===== config.mk =====
export PLATFORM = sky130hd
export DESIGN_NAME = serial_diff_collector
export DESIGN_NICKNAME = d
export VERILOG_FILES = /design/src/rtl/serial_diff_collector.sv
export SDC_FILE = /design/constraint.sdc
export NUM_CORES = 1
export LEC_CHECK = 0
export BUFFER_PORTS_ARGS = -buffer_cell sky130_fd_sc_hd__buf_2
export CAP_MARGIN = 25
export CORE_ASPECT_RATIO = 0.6
export CORE_MARGIN = 2
export CORE_UTILIZATION = 40
export DETAILED_ROUTE_END_ITERATION = 8
export GPL_TIMING_DRIVEN = 0
export MAX_ROUTING_LAYER = met4
export PLACE_DENSITY = 0.63
export SETUP_SLACK_MARGIN = 0.2
export SLEW_MARGIN = 20
export SYNTH_ARGS = -nofsm -noshare
export SYNTH_HDL_FRONTEND = slang
export SYNTH_SLANG_ARGS = --single-unit
export TNS_END_PERCENT = 1

===== constraint.sdc =====
create_clock -name CLK -period 2.7 [get_ports CLK]
set_clock_uncertainty 0.1 [all_clocks]
set_input_delay 0.135 -clock CLK [delete_from_list [all_inputs] [get_ports CLK]]
set_output_delay 0.135 -clock CLK [all_outputs]
set_load 0.01 [all_outputs]

===== src/rtl/serial_diff_collector.sv =====
// Deserialises the LSB-first D/B stream of the serial subtractor FSM into a
// parallel word plus per-group borrow vector, held in a one-entry output buffer.
module serial_diff_collector #(
  parameter int GROUP_BITS = 4,
  parameter int NUM_GROUPS = 2
) (
  input  logic                             CLK,
  input  logic                             CLR,
  input  logic                             start,
  input  logic                             bit_en,
  input  logic                             d_in,
  input  logic                             b_in,
  output logic [GROUP_BITS*NUM_GROUPS-1:0] word_out,
  output logic [NUM_GROUPS-1:0]            borrow_out,
  output logic                             out_valid,
  input  logic                             out_ready,
  output logic                             busy,
  output logic                             overrun
);

  localparam int W  = GROUP_BITS * NUM_GROUPS;
  localparam int CW = $clog2(W + 1);

  typedef enum logic {IDLE, COLLECT} state_t;

  state_t                state;
  logic [CW-1:0]         cnt;
  logic [CW-1:0]         idx;
  logic [W-1:0]          shift_q;
  logic [W-1:0]          shift_d;
  logic [NUM_GROUPS-1:0] borrow_q;
  logic [NUM_GROUPS-1:0] borrow_d;
  logic                  accept;
  logic                  complete;

  // A start bit always lands at index 0, discarding any partial frame.
  always_comb begin
    accept   = bit_en && (start || state == COLLECT);
    idx      = (start || state == IDLE) ? '0 : cnt;
    shift_d  = (idx == '0) ? '0 : shift_q;
    borrow_d = (idx == '0) ? '0 : borrow_q;
    for (int i = 0; i < W; i++)
      if (idx == CW'(i)) shift_d[i] = d_in;
    for (int g = 0; g < NUM_GROUPS; g++)
      if (idx == CW'(g * GROUP_BITS + GROUP_BITS - 1)) borrow_d[g] = b_in;
    complete = accept && (idx == CW'(W - 1));
  end

  always_ff @(posedge CLK) begin
    if (!CLR) begin
      state      <= IDLE;
      cnt        <= '0;
      shift_q    <= '0;
      borrow_q   <= '0;
      word_out   <= '0;
      borrow_out <= '0;
      out_valid  <= 1'b0;
      overrun    <= 1'b0;
    end else begin
      if (accept) begin
        shift_q  <= shift_d;
        borrow_q <= borrow_d;
        if (complete) begin
          state <= IDLE;
          cnt   <= '0;
        end else begin
          state <= COLLECT;
          cnt   <= idx + 1'b1;
        end
      end
      // A finished word loads if the buffer is empty or draining this cycle.
      if (complete && (!out_valid || out_ready)) begin
        word_out   <= shift_d;
        borrow_out <= borrow_d;
        out_valid  <= 1'b1;
      end else begin
        if (complete) overrun <= 1'b1;
        if (out_valid && out_ready) out_valid <= 1'b0;
      end
    end
  end

  assign busy = (state == COLLECT);

endmodule

==> results_dict.tcl <==
set metrics [dict create \
    wl_um 2770 \
    p_comb_frac 0.071 \
    finalSetupViolations 0 \
    max_cap_viol_count 0 \
    yosysTopAreaCell "dfxtp_1" \
    status "finished clean" \
    gp_congestion 0.795 \
    vias 1115 \
    antenna_found_initial 0 \
    cp_data_required_time_ns 2.80 \
    core_um2 2610 \
    hold_start "b_in" \
    cp-start-kind "flip-flop" \
    synth_area_per_cell_um2 7.95 \
    post_drt_wl_per_cell_um 13.9 \
    die_w_um 73.1 \
    r2r_start "busy" \
    vias_per_cell 5.60 \
    grt_overflow 0 \
    crit_arrival_ns 2.32 \
    p_switching_uw 153 \
    async_reset_ff_frac 0 \
    fin_crit_sh 0.821 \
    rsz0062_at_grt "false" \
    max_freq_ghz 0.451 \
    area_growth_pct 16.1 \
    synth_top_family_by_area "compound AO/OA/AOI/OAI gates" \
    setup_tns_ns 0 \
    portBuffers 18 \
    die-area_um2 3320 \
    netlist-cell-type-count 28 \
    ant_nets 0 \
    hold_viol_final 0 \
    root_buffer "clkbuf_8" \
    cts_made_buffers 3 \
    synth_top_cell_area_share 0.437 \
    clock_sink_count 25 \
    max_slew.worst_pin.slew_ns 0.520 \
    r2r_end "word_out[3]" \
    ctsHtreeMaxLevel 1 \
    synth_edf_count 0 \
    postCtsHoldBufs 0 \
    synth_common_cells "dfxtp_1 (25), nand2_1 (21), a21oi_1 (17), o21ai_0 (12), nor2_1 (10)" \
    critPathCaptureType "flip-flop" \
    power_density_nw_per_um2 485 \
    synth-simple-area-share 0.214 \
    synth_compound_area_frac 0.240 \
    drive_gt1_frac 0.150 \
    hpwlAfterDp_um 2000 \
    worstSetupEndpoint "word_out[3]" \
    worstSetupPathType "reg -> reg" \
    slew_viol_final 0 \
    cp_max_fo 10 \
    yosysWarnings 0 \
    drt_iter0_drc 111 \
    hold_ws_ns 0.00203 \
    cts_tree "yes" \
    syn-cell-area_um2 1140 \
    p_clk_frac 0.347 \
    start_util 0.439 \
    track_usage 0.187 \
    dp_cells 194 \
    cts.reportedPaths.clkPinSlew_ns 0.08 \
    setup.worst_path.start "busy" \
    synthXorXnorAreaFrac 0 \
    synth_seq_cells 25 \
    die_h_um 45.4 \
    seq_area_frac_synth 0.437 \
    drt_pass1_iterations 4 \
    crit_chain "nor2b_1 -> nand2_1 -> inv_1 -> ha_1 -> clkbuf_2 -> and4_1 -> buf_4 -> nand3_1 -> a21oi_1" \
    reg2reg_setup_slack_ns 0.48 \
    yosys-top-cells-area "dfxtp_1 (44%), a21oi_1 (7.4%), nand2_1 (6.9%), o21ai_0 (5.2%), ha_1 (4.4%)" \
    muxShareOfSynthArea 0.0175 \
    fin_nets 179 \
    min_path_type "in -> reg" \
    row_count 14 \
    critical_path.slowest_cell "dfxtp_1" \
    r2r_cells 9 \
    io_pins 20 \
    crit_path_max_incr_delay_ns 0.46 \
    synth_most_common_cell "dfxtp_1" \
    syn-num-nets 155 \
    cts_max_path_buffers 2 \
    worstSkewPairLatency_ns 0.27 \
    layout.cells.non_filler 199 \
    intPower_uw 492 \
    synth_adder_area_share 0.0437 \
    p_leak_uw 0.000510 \
    period_needed_ns 2.22 \
    grt_pass1_vias 957 \
    fin_util 0.509 \
    grt_max_degree 14 \
    relSlewSlack 0.650 \
    vdd_drop_max_mv 0.208 \
    synthCells 144 \
    num_antenna_cells 0 \
    ys.flop_type "dfxtp_1" \
    drc 0 \
    grt_pass1_wl_um 4420 \
    swShare 0.237 \
    seqPwrFrac 0.582 \
]
==> cells by family after synthesis <==
group | after synthesis
AND/OR/NAND/NOR | 52
multiplexers | 2
adder cells (fa/ha/maj) | 4
buffers and inverters | 13
AO/OA/AOI/OAI | 48
flip-flops | 25
==> registers in the layout (all words and copies together) (netlist names) <==
signal / count
word_out: 8
shift_q: 7
cnt: 4
borrow_out: 2
borrow_q: 1
busy: 1
out_valid: 1
overrun: 1
==> per-stage QoR <==
stage / area (um^2) / setup WS (ns) / total power (uW)
global placement: 1270 / 0.214 / 428
global route: 1330 / 0.253 / 672
finish: 1330 / 0.485 / 645
detailed placement: 1270 / 0.237 / 429
floorplan: 1140 / 0.670 / 412
CTS: 1320 / 0.200 / 651
==> worst min-delay path by stage <==
| stage | slack, ns | cells past startpoint | to |
|---|---|---|---|
| 6_report | 0.002 | 3 | borrow_out[1] |
| 5_1_grt | 0.02 | 3 | borrow_out[1] |
| 4_1_cts | 0.002 | 3 | borrow_out[1] |
| 3_5_place_dp | 0.30 | 3 | borrow_out[1] |
| 3_3_place_gp | 0.29 | 3 | borrow_out[1] |
| 2_1_floorplan | 0.17 | 2 | borrow_out[1] |
==> cell type report <==
type                       instances  area (um^2)
sequential                        25          500
fill                             264         1280
buffer                             9         40.0
tap                               32         40.0
timing repair buffer              19         97.6
multi-input combinational        106          591
inverter                           4         15.0
clock buffer                       4         45.0
==> worst max-delay path, delay by kind of cell, from the launching register on <==
family / cells / cell delay [ns]
AOI/OAI and AO/OA: 1 / 0.15
adders and majority gates: 1 / 0.16
buffers and inverters: 3 / 0.49
DFF: 1 / 0.46
and+or+nand+nor: 4 / 0.78
==> cells in the final DEF (no fill, tap or decap) <==
| master | count |
|---|---|
| nor2_1 | 10 |
| o2111ai_1 | 1 |
| and4bb_1 | 1 |
| clkbuf_2 | 1 |
| a22oi_1 | 1 |
| and4_1 | 1 |
| o22ai_1 | 3 |
| mux2i_1 | 2 |
| buf_2 | 19 |
| o21a_1 | 2 |
| nand2b_1 | 3 |
| clkbuf_1 | 7 |
| dfxtp_1 | 25 |
| nand4_1 | 4 |
| a211oi_1 | 1 |
| nand2_1 | 21 |
| nand3_1 | 9 |
| o21ai_1 | 2 |
| clkbuf_8 | 3 |
| a31oi_1 | 4 |
| o211ai_1 | 5 |
| nor3_1 | 1 |
| a21oi_1 | 17 |
| nor3b_1 | 1 |
| o21ai_0 | 12 |
| clkinv_1 | 1 |
| nor2b_1 | 1 |
| ha_1 | 4 |
| inv_1 | 3 |
| buf_4 | 2 |
==> what timing repair did <==
| item | CTS | global route |
|---|---|---|
| buffers inserted | 0 | 1 |
| gates resized for setup | 0 | 2 |
| setup endpoints to repair | 0 | 10 |
==> power groups by stage <==
| stage | Clock (uW) | Combinational [uW] | Sequential [uW] |
|---|---|---|---|
| 2_1_floorplan | 0 | 28.1 | 384 |
| 3_3_place_gp | 0 | 44.2 | 384 |
| 3_5_place_dp | 0 | 44.6 | 384 |
| 4_1_cts | 231 | 44.8 | 375 |
| 5_1_grt | 245 | 50.7 | 376 |
| 6_report | 224 | 45.5 | 375 |
==> routing by layer <==
metal / GRT usage / vias up / share of wire
met5: - / - / 0
met4: 0.0778 / 0 / 0.013
met3: 0.0642 / 5 / 0.076
met2: 0.256 / 37 / 0.38
met1: 0.250 / 515 / 0.53
li1: - / 558 / -
Note: power is estimated with default switching activity, not from simulation.
